## config.mk

```make
export PLATFORM = sky130hd
export DESIGN_NAME = ifetch_unit
export DESIGN_NICKNAME = d
export VERILOG_FILES = /design/src/rtl/ifetch_unit.sv
export SDC_FILE = /design/constraint.sdc
export NUM_CORES = 1
export LEC_CHECK = 0
export CAP_MARGIN = 20
export CORE_MARGIN = 1.5
export CORE_UTILIZATION = 37
export CTS_CLUSTER_DIAMETER = 200
export DETAILED_ROUTE_END_ITERATION = 8
export PLACE_DENSITY = 0.7
export SYNTH_ARGS = -nofsm -noshare
export SYNTH_HDL_FRONTEND = slang
export SYNTH_SLANG_ARGS = --single-unit
```

## constraint.sdc

```tcl
create_clock -name clk -period 5.3 [get_ports clk]
set_clock_uncertainty 0.2 [all_clocks]
set_input_delay 0.795 -clock clk [delete_from_list [all_inputs] [get_ports clk]]
set_output_delay 0.795 -clock clk [all_outputs]
set_load 0.02 [all_outputs]
```

## src/rtl/ifetch_unit.sv

```systemverilog
// Instruction fetch stage: PC register, word-addressed imem requests, a one-entry
// skid for data acknowledged while the pipeline is stalled, and the IF/ID register.
module ifetch_unit #(
    parameter logic [31:0] PC_RESET = 32'h0000_3000
) (
    input  logic        clk,
    input  logic        rst_n,
    input  logic        i_stall,
    input  logic        i_redirect,
    input  logic [31:0] i_redirect_pc,
    input  logic        i_halt,
    output logic        o_imem_req,
    output logic [29:0] o_imem_addr,
    input  logic        i_imem_ack,
    input  logic [31:0] i_imem_rdata,
    output logic        o_if_valid,
    output logic [31:0] o_if_pc,
    output logic [31:0] o_if_pc4,
    output logic [31:0] o_if_instr,
    output logic [5:0]  o_if_op,
    output logic [5:0]  o_if_fun,
    output logic        o_halted,
    output logic [31:0] o_fetch_cnt
);

    typedef enum logic [1:0] {StFetch, StHold, StHalted} state_e;

    state_e      r_state;
    state_e      w_state_next;
    logic [31:0] r_pc;
    logic        r_if_valid;
    logic [31:0] r_if_pc;
    logic [31:0] r_if_pc4;
    logic [31:0] r_if_instr;
    logic [31:0] r_skid_pc;
    logic [31:0] r_skid_instr;
    logic [31:0] r_fetch_cnt;

    logic        w_running;
    logic        w_flush;
    logic        w_take_redirect;
    logic        w_fetch_ok;
    logic        w_load_mem;
    logic        w_to_skid;
    logic        w_bubble;
    logic        w_load_skid;
    logic [31:0] w_pc4;
    logic [31:0] w_skid_pc4;
    logic [31:0] w_target;

    // Decode the per-edge action; halt outranks redirect, which outranks stall.
    always_comb begin
        w_running       = (r_state != StHalted);
        w_flush         = w_running && (i_halt || i_redirect);
        w_take_redirect = w_running && !i_halt && i_redirect;
        w_fetch_ok      = (r_state == StFetch) && !i_halt && !i_redirect;
        w_load_mem      = w_fetch_ok && i_imem_ack && !i_stall;
        w_to_skid       = w_fetch_ok && i_imem_ack && i_stall;
        w_bubble        = w_fetch_ok && !i_imem_ack && !i_stall;
        w_load_skid     = (r_state == StHold) && !i_halt && !i_redirect && !i_stall;
        w_pc4           = r_pc + 32'd4;
        w_skid_pc4      = r_skid_pc + 32'd4;
        w_target        = i_redirect_pc & ~32'd3;
    end

    // State register.
    always_ff @(posedge clk or negedge rst_n) begin
        if (!rst_n) begin
            r_state <= StFetch;
        end else begin
            r_state <= w_state_next;
        end
    end

    // Next-state logic.
    always_comb begin
        w_state_next = r_state;
        unique case (r_state)
            StFetch: begin
                if (i_halt) begin
                    w_state_next = StHalted;
                end else if (i_redirect) begin
                    w_state_next = StFetch;
                end else if (i_imem_ack && i_stall) begin
                    w_state_next = StHold;
                end
            end
            StHold: begin
                if (i_halt) begin
                    w_state_next = StHalted;
                end else if (i_redirect || !i_stall) begin
                    w_state_next = StFetch;
                end
            end
            StHalted: w_state_next = StHalted;
            default:  w_state_next = StFetch;
        endcase
    end

    // State-decoded outputs; the request is gated by reset so it drops immediately.
    always_comb begin
        o_imem_req = (r_state == StFetch) && rst_n;
        o_halted   = (r_state == StHalted);
    end

    // Program counter: redirect target or sequential advance on an accepted ack.
    always_ff @(posedge clk or negedge rst_n) begin
        if (!rst_n) begin
            r_pc <= PC_RESET;
        end else if (w_take_redirect) begin
            r_pc <= w_target;
        end else if (w_load_mem || w_to_skid) begin
            r_pc <= w_pc4;
        end
    end

    // Skid entry captures a word acknowledged while the pipeline is stalled.
    always_ff @(posedge clk or negedge rst_n) begin
        if (!rst_n) begin
            r_skid_pc    <= 32'd0;
            r_skid_instr <= 32'd0;
        end else if (w_to_skid) begin
            r_skid_pc    <= r_pc;
            r_skid_instr <= i_imem_rdata;
        end
    end

    // IF/ID register: loaded from memory or skid, bubbled on flush or empty fetch.
    always_ff @(posedge clk or negedge rst_n) begin
        if (!rst_n) begin
            r_if_valid <= 1'b0;
            r_if_pc    <= 32'd0;
            r_if_pc4   <= 32'd0;
            r_if_instr <= 32'd0;
        end else if (w_flush || w_bubble) begin
            r_if_valid <= 1'b0;
        end else if (w_load_mem) begin
            r_if_valid <= 1'b1;
            r_if_pc    <= r_pc;
            r_if_pc4   <= w_pc4;
            r_if_instr <= i_imem_rdata;
        end else if (w_load_skid) begin
            r_if_valid <= 1'b1;
            r_if_pc    <= r_skid_pc;
            r_if_pc4   <= w_skid_pc4;
            r_if_instr <= r_skid_instr;
        end
    end

    // Count every instruction that enters IF/ID.
    always_ff @(posedge clk or negedge rst_n) begin
        if (!rst_n) begin
            r_fetch_cnt <= 32'd0;
        end else if (w_load_mem || w_load_skid) begin
            r_fetch_cnt <= r_fetch_cnt + 32'd1;
        end
    end

    assign o_imem_addr = r_pc[31:2];
    assign o_if_valid  = r_if_valid;
    assign o_if_pc     = r_if_pc;
    assign o_if_pc4    = r_if_pc4;
    assign o_if_instr  = r_if_instr;
    assign o_if_op     = r_if_instr[31:26];
    assign o_if_fun    = r_if_instr[5:0];
    assign o_fetch_cnt = r_fetch_cnt;

endmodule

```

; ---- After elaboration in Yosys (flattened, before gate mapping)
; Cells that the tools add are included.
[totals]
inputBits = 70
ff_bits = 227
wordCells = 65
out_inout_bits = 173
[op_classes]
bitwise_logic = 1
muxes = 17
reduce_logical = 30
add_sub_neg = 3
eq_ne = 5
[ops]
columns = operator, n
row1 = 2-to-1 mux 32 bit, 8
row2 = adder 32 x 3 -> 32 bit (second input constant), 2
row3 = adder 32 x 1 -> 32 bit (second input constant), 1
row4 = logical AND 1 bit, 15
row5 = 2-to-1 mux 2 bit, 5
row6 = case mux 2 bit (3 select lines), 1
row7 = logical OR 1 bit, 5
row8 = zero test 1 bit, 4
row9 = inequality test 4 bit (second input constant), 1
row10 = AND reduction 2 bit, 2
row11 = nonzero test 2 bit, 2
row12 = 2-to-1 mux 1 bit, 3
row13 = inequality test 3 x 2 -> 1 bit (second input constant), 1
row14 = nonzero test 3 bit, 1
row15 = == test 2 x 1 -> 1 bit (second input constant), 1
row16 = == test 2 bit (second input constant), 1
row17 = zero test 2 bit, 1
row18 = inequality test 2 bit (second input constant), 1
row19 = NOT 1 bit, 1

; ---- Longest topological paths before layout
; Gate-level depths: netlist (run 1).
[depth]
depth_word = 8
ltp_mapped = 8
ltp_nobuf = 6

; ---- Least setup slack after synthesis (run 1)
; OpenSTA, ideal clock, no wires.
[synth_path]
path_type = input -> register
start = input i_redirect
end = register r_fetch_cnt[30], in the netlist o_fetch_cnt[30]
t_arrival_ps = 2138
path_stages = 6
slack_ps = 2882
setup_ps = 80
n_path_buf = 1
required_ps = 5020
path_cell_list = nor3_2 nand4_1 or3_1 buf_2 nor4_1 xnor2_1
[synth_via]
elab_chain_len = 5
elab_cells_between_ends = 7
classes_between = reduce/logical (7)
[synth_lines]
columns = item, line_no
row1 = "start, declared", 9  ; input logic i_redirect,
row2 = zero test 1 bit (*), "56, 60"
row3 = logical AND 1 bit, 56  ; w_fetch_ok = (r_state == StFetch) && !i_halt && !i_redirect;
row4 = logical AND 1 bit (2 in a row), 57  ; w_load_mem = w_fetch_ok && i_imem_ack && !i_stall;
row5 = logical OR 1 bit (*), 154  ; end else if (w_load_mem || w_load_skid) begin
row6 = "end signal, assigned", 155  ; r_fetch_cnt <= r_fetch_cnt + 32'd1;
row7 = "end, declared", 37  ; logic [31:0] r_fetch_cnt;
; Mark *: on every way between the ends. The rest lies on a longest branch, timed or not.
; A chain may end at the register's enable or synchronous reset.

; ---- Final worst setup path (run 1)
[layout_path]
start = input i_halt
end = register r_if_pc4[21], in the netlist o_if_pc4[21]
[layout_via]
elab_chain_len = 8
elab_cells_between_ends = 17
classes_between = mux (1) / bitwise (1) / reduce/logical (15)
[layout_lines]
columns = item, line_no
row1 = "start, declared", 11  ; input logic i_halt,
row2 = zero test 1 bit, "56, 60"
row3 = logical AND 1 bit (2 in a row), 56
row4 = logical AND 1 bit (2 in a row), 59  ; w_bubble = w_fetch_ok && !i_imem_ack && !i_stall;
row5 = logical OR 1 bit, 135  ; end else if (w_flush || w_bubble) begin
row6 = NOT 1 bit (no source line), -
row7 = AND reduction 2 bit (no source line), -
row8 = "end signal, assigned", 140  ; r_if_pc4 <= w_pc4;
row9 = "end signal, assigned", 145  ; r_if_pc4 <= w_skid_pc4;
row10 = "end, declared", 33  ; logic [31:0] r_if_pc4;
; Several ways; a longest one is shown, not always the timed one.

==> results of run 1 <==
==> cell usage in the layout, fill, tap and decap left out, types with 21 or more instances in the layout <==
| cell | Yosys | final |
|---|---|---|
| nor3_1 | 21 | 21 |
| nand2_1 | 222 | 221 |
| xnor2_1 | 48 | 48 |
| nor2_1 | 97 | 97 |
| nand3_1 | 46 | 45 |
| nand4_1 | 26 | 26 |
| a31oi_1 | 63 | 63 |
| mux2_2 | 56 | 56 |
| o21ai_0 | 40 | 40 |
| xor2_1 | 49 | 49 |
| clkbuf_16 | 0 | 25 |
| dfrtp_1 | 217 | 217 |
| clkdlybuf4s50_1 | 0 | 235 |
==> layout make-up <==
type                    instances  area (um^2)  area share
repair buffers                250         2470       0.175
clock buffers                  34          689      0.0489
well taps                     384          480      0.0341
diodes                          1         2.50    0.000178
inverters                      14         52.6     0.00373
multi-input cells             800         4820       0.342
clock inverters                 7         92.6     0.00657
flip-flops and latches        219         5480       0.389
==> sequential cells by signal, summed over array words and instances, names as in the netlist <==
name,count
o_fetch_cnt,32
o_if_instr,32
o_if_pc,30
o_if_pc4,30
o_if_valid,1
r_pc,30
r_skid_instr,32
r_skid_pc,30
r_state,2
==> kinds of logic (layout without fill, tap and decap cells) <==
family / after synthesis / count (layout) / synth area share
xor gates and xnor gates: 97 / 97 / 0.0790
buffers and inverters: 105 / 305 / 0.0454
adders and majority gates: 3 / 3 / 0.00349
AOI/OAI and AO/OA: 160 / 160 / 0.0966
muxes: 61 / 61 / 0.0633
and+or+nand+nor: 475 / 475 / 0.202
DFF: 219 / 219 / 0.510
other: 1 / 5 / 0.000349
==> path summary, 6_finish.rpt <==
kind | to | slack, ns | cells after the start
max | o_if_pc4[21]$_DFFE_PN0P_ | 1.96 | 6
min in group clk | o_if_pc4[8]$_DFFE_PN0P_ | 0.28 | 2
max reg2reg | r_skid_instr[14]$_DFFE_PN0P_ | 2.30 | 6
min | o_fetch_cnt[16]$_DFFE_PN0P_ | 0.05 | 1
min reg2reg | o_if_pc4[8]$_DFFE_PN0P_ | 0.28 | 2
max in group asynchronous | o_if_pc4[14]$_DFFE_PN0P_ | 2.68 | 3
==> per-stage QoR <==
| stage | instance area (um^2) | instances | hold slack, ns | worst slack (ns) |
|---|---|---|---|---|
| after detailed placement | 13300 | 1667 | 0.270 | 1.40 |
| after floorplan | 10800 | 1124 | 0.279 | 2.88 |
| after global routing | 14100 | 1709 | 0.0976 | 1.70 |
| final | 14100 | 1709 | 0.0525 | 1.96 |
| after CTS | 14100 | 1708 | 0.0814 | 1.95 |
| after global placement | 13300 | 1667 | 0.260 | 1.44 |
==> worst max-delay path, cell delays in order <==
cell and delay, ns:
clkdlybuf4s50_1 0.53, nor3_2 0.53, nand3_4 0.64, nand2_2 0.66, a21oi_1 0.09, a221o_1 0.27
==> metal layers <==
layer	track usage	share of wire	wire length [um]
met1	0.282	0.45	13800
met4	0.0583	0.022	692
met5	0	0	0
met3	0.0338	0.062	1910
met2	0.327	0.47	14400
==> power by group through the flow <==
stage | Sequential, mW | Clock [mW] | Combinational [mW]
6_report | 1.87 | 1.68 | 0.502
5_1_grt | 1.89 | 1.78 | 0.539
4_1_cts | 1.87 | 1.72 | 0.508
3_5_place_dp | 1.90 | 0 | 0.504
3_3_place_gp | 1.90 | 0 | 0.500
2_1_floorplan | 1.94 | 0 | 0.171
==> results_dict.tcl, run 1 <==
set metrics [dict create \
    outcome "finished, final reports clean" \
    combPwrFrac 0.124 \
    cellPowerDensity_nw_per_um2 288 \
    path_clk_slew_ns 0.06 \
    dieArea_um2 30100 \
    tightest_slew_ns 1.16 \
    ios 243 \
    post_cts_buffers 0 \
    synthesis.area_um2 10800 \
    seq_area_frac_synth 0.510 \
    antenna_left 0 \
    core-area_um2 28600 \
    yosys.area.top_type "dfrtp_1" \
    synth_ff_type "dfrtp_1" \
    cp.required_ns 5.50 \
    cts-root-buf "clkbuf_16" \
    grt_pass1_wl_um 48900 \
    drt_iter0_markers 766 \
    holdBufCountCts 0 \
    arrival_ns 3.54 \
    path_class "input pin to flip-flop" \
    dieWidth_um 173 \
    peakVddDrop_mv 0.208 \
    slew_violations 0 \
    crit_start "i_halt" \
    cts_tree "yes" \
    drc 0 \
    grt.total_usage 0.203 \
    overflow 0 \
    finalHoldViolCount 0 \
    fin_nets 1383 \
    hpwl_um 20900 \
    leakagePower_nw 5.83 \
    critPathMaxFanout 54 \
    fill_cells 2589 \
    fmax_mhz 299 \
    synth-edff-count 0 \
    cts_buffer_depth 3 \
    fp-row-count 62 \
    htree_levels 1 \
    fin_crit_sh 0.630 \
    power_switching_mw 1.05 \
    syn_area_per_cell_um2 9.59 \
    ys_top_cells_by_area "dfrtp_1 (50%), nand2_1 (7.7%), mux2_2 (5.9%), xor2_1 (4.0%), xnor2_1 (3.9%)" \
    yosysWarningCount 0 \
    gp_congestion 0.839 \
    crit_path_end_kind "flip-flop" \
    insertion_delay_ns 0.53 \
    intPower_mw 3.01 \
    async_reset_ff_frac 1.00 \
    numPortBuffers 236 \
    synth.most_common_cell "nand2_1" \
    synth_common_cells "nand2_1 (222), dfrtp_1 (217), nor2_1 (97), a31oi_1 (63), mux2_2 (56)" \
    die_y_um 173 \
    grt_pass1_vias 8747 \
    rsz0062_at_grt "no" \
    cp-start-kind "input pin" \
    ys_ff_latch 219 \
    grt_max_degree 88 \
    drive_gt1_frac 0.0967 \
    relSlewSlack 0.224 \
    ctsResizeCount 0 \
    fin_tns_setup_ns 0 \
    cts_buffers 25 \
    vias 8910 \
    fin_util 0.492 \
    p_sw_frac 0.258 \
    wl_per_cell_um 18.0 \
    reg2reg_from "r_state[1]$_DFFE_PN0P_" \
    via_per_inst 5.21 \
    power_frac_clock 0.414 \
    post_synth_num_cell_types 52 \
    seqPwrFrac 0.462 \
    area_delta_synth_final_pct 31.0 \
    yosysTopAreaCellShare 0.505 \
    finalSetupViolCount 0 \
    maxCapViolations 0 \
    syn_inst 1121 \
    power_mw 4.05 \
    clock_sinks 219 \
    routed_wl_um 30800 \
    antenna_found_initial 1 \
    hold_path_class "input pin to asynchronous set/reset pin" \
    drtPass1Iterations 5 \
    start_util 0.376 \
    fin_crit_ns 3.34 \
]
Note: power is estimated with default switching activity, not from simulation.
==> inputs of run 2 (changes only) <==
- clock period: 5.3 -> 3.45 ns (I/O delays scaled with it)
==> run 2 against run 1 <==
Sequential share of layout area fell by 0.33 points. Design area rose by 0.84%. Sequential power rose by 53%. Global-route usage rose by 0.18 points.
==> results_dict.tcl, run 2 (synthesis results as in run 1) <==
set metrics [dict create \
    grt_pass1_wl_um 49500 \
    seqPwrFrac 0.463 \
    peakVddDrop_mv 0.273 \
    tightest_slew_ns 0.886 \
    arrival_ns 2.16 \
    timing.rr.end "r_pc[29]$_DFFE_PN0P_" \
    maxCapViolations 0 \
    hold_slack_ns 0.214 \
    critPathMaxFanout 7 \
    fin_crit_ns 2.88 \
    fmax_mhz 347 \
    r2r_cells 5 \
    grt.total_usage 0.205 \
    fill_cells 2588 \
    path_clk_slew_ns 0.06 \
    dieArea_um2 30100 \
    reg2reg_from "r_pc[12]$_DFFE_PN1P_" \
    diodes 0 \
    slew_violations 0 \
    gp_congestion 0.838 \
    cpMaxStageDelayCell "clkdlybuf4s50_1" \
    cts_tree "yes" \
    drt_iter0_markers 660 \
    cts-root-buf "clkbuf_16" \
    fin_tns_setup_ns 0 \
    leakagePower_nw 5.89 \
    drive_gt1_frac 0.106 \
    fp-row-count 62 \
    cellPowerDensity_nw_per_um2 437 \
    fin_crit_sh 0.835 \
    ios 243 \
    p_sw_frac 0.258 \
    combPwrFrac 0.127 \
    critPathMaxStageDelay_ns 0.61 \
    drtPass1Iterations 5 \
    grt_pass1_vias 8871 \
    numPortBuffers 236 \
    die_y_um 173 \
    via_per_inst 5.27 \
    finalSetupViolCount 0 \
    rsz0062_at_grt "no" \
    seq_area_um2 5480 \
    setup_slack_ns 0.571 \
    dp.cells 1676 \
    drc 0 \
    power_switching_mw 1.60 \
    cp-start-kind "flip-flop" \
    vias 9055 \
    intPower_mw 4.61 \
    crit_path_end_kind "primary output" \
    fin_util 0.497 \
    finalHoldViolCount 0 \
    finalNonFillerCells 1718 \
    grt_max_degree 146 \
    multiInputGateArea_um2 4820 \
    mostFrequentLayoutCell "clkdlybuf4s50_1" \
    overflow 0 \
    cts_buffers 25 \
    cp.required_ns 2.73 \
    area_delta_synth_final_pct 32.1 \
    post-place-ws_ns 0.167 \
    antenna_found_initial 0 \
    antenna_left 0 \
    critical_path.cell_chain "nor2_1 > and2_1 > clkdlybuf4s50_1" \
    insertion_delay_ns 0.51 \
    clock_sinks 219 \
    htree_levels 1 \
    core-area_um2 28600 \
    path_class "flip-flop to primary output" \
    relSlewSlack 0.404 \
    dieWidth_um 173 \
    power_frac_clock 0.410 \
    cts_buffer_depth 3 \
    wl_per_cell_um 18.1 \
    outcome "finished, final reports clean" \
    hold_path_class "input pin to asynchronous set/reset pin" \
    routed_wl_um 31000 \
    fin_nets 1393 \
    final_cell_mix "clkdlybuf4s50_1 (235), nand2_1 (221), dfrtp_1 (217)" \
    ff2ff_setup_slack_ns 0.69 \
    start_util 0.376 \
    hpwl_um 21300 \
]
==> run 2: cell types whose count changed in the layout (fill, tap and decap cells not counted), sizes merged <==
cell | previous run | this run
diode | 1 | 0
dlygate4sd3 | 0 | 1
bufinv | 2 | 1
inv | 15 | 14
buf | 15 | 24
clkbuf | 34 | 33
clkinvlp | 0 | 3
==> run 2: metrics by stage <==
stage | power, mW | cell area (um^2)
2_1_floorplan | 3.24 | 10800
3_3_place_gp | 3.69 | 13400
6_report | 6.21 | 14200
5_1_grt | 6.47 | 14200
4_1_cts | 6.29 | 14200
3_5_place_dp | 3.71 | 13400
==> run 2: how the worst max path moves through the flow <==
stage,startpoint,to
after floorplan,r_pc[12]$_DFFE_PN1P_,r_pc[30]$_DFFE_PN0P_
after global placement,i_halt,o_if_pc4[15]$_DFFE_PN0P_
after detailed placement,i_halt,o_if_pc4[15]$_DFFE_PN0P_
after CTS,r_state[1]$_DFFE_PN0P_,o_imem_req
after global routing,r_state[1]$_DFFE_PN0P_,o_imem_req
final,r_state[1]$_DFFE_PN0P_,o_imem_req
==> run 2: area by class of cell <==
type / instances / area share
Tap cell: 384 / 0.0338
Clock inverter: 8 / 0.00511
Timing Repair Buffer: 260 / 0.182
Clock buffer: 33 / 0.0504
Multi-Input combinational cell: 800 / 0.339
Sequential cell: 219 / 0.386
Inverter: 14 / 0.00370
==> run 2: what timing repair did <==
item / 4_1_cts / 5_1_grt
hold buffers: 1 / 0
hold endpoints to repair: 14 / 0
buffers inserted: 0 / 0
resized for setup: 0 / 0
==> run 2: worst max-delay path: cells and delay by family (launching register included) <==
kind | cells | cell delay [ns]
AND/OR/NAND/NOR | 2 | 0.62
buffers and inverters | 1 | 0.61
flip-flops | 1 | 0.43
==> run 2: routing by layer <==
layer | share of wire | wire, um | GRT usage
met4 | 0.031 | 972 | 0.0699
met3 | 0.068 | 2110 | 0.0342
met2 | 0.45 | 14100 | 0.326
met5 | 0 | 0 | 0
met1 | 0.45 | 13900 | 0.283
==> run 2: power groups by stage <==
stage	logic (mW)	registers, mW	clock network [mW]
final	0.788	2.87	2.55
after global routing	0.847	2.89	2.73
after CTS	0.796	2.87	2.62
after detailed placement	0.790	2.92	0
after global placement	0.782	2.91	0
after floorplan	0.262	2.98	0
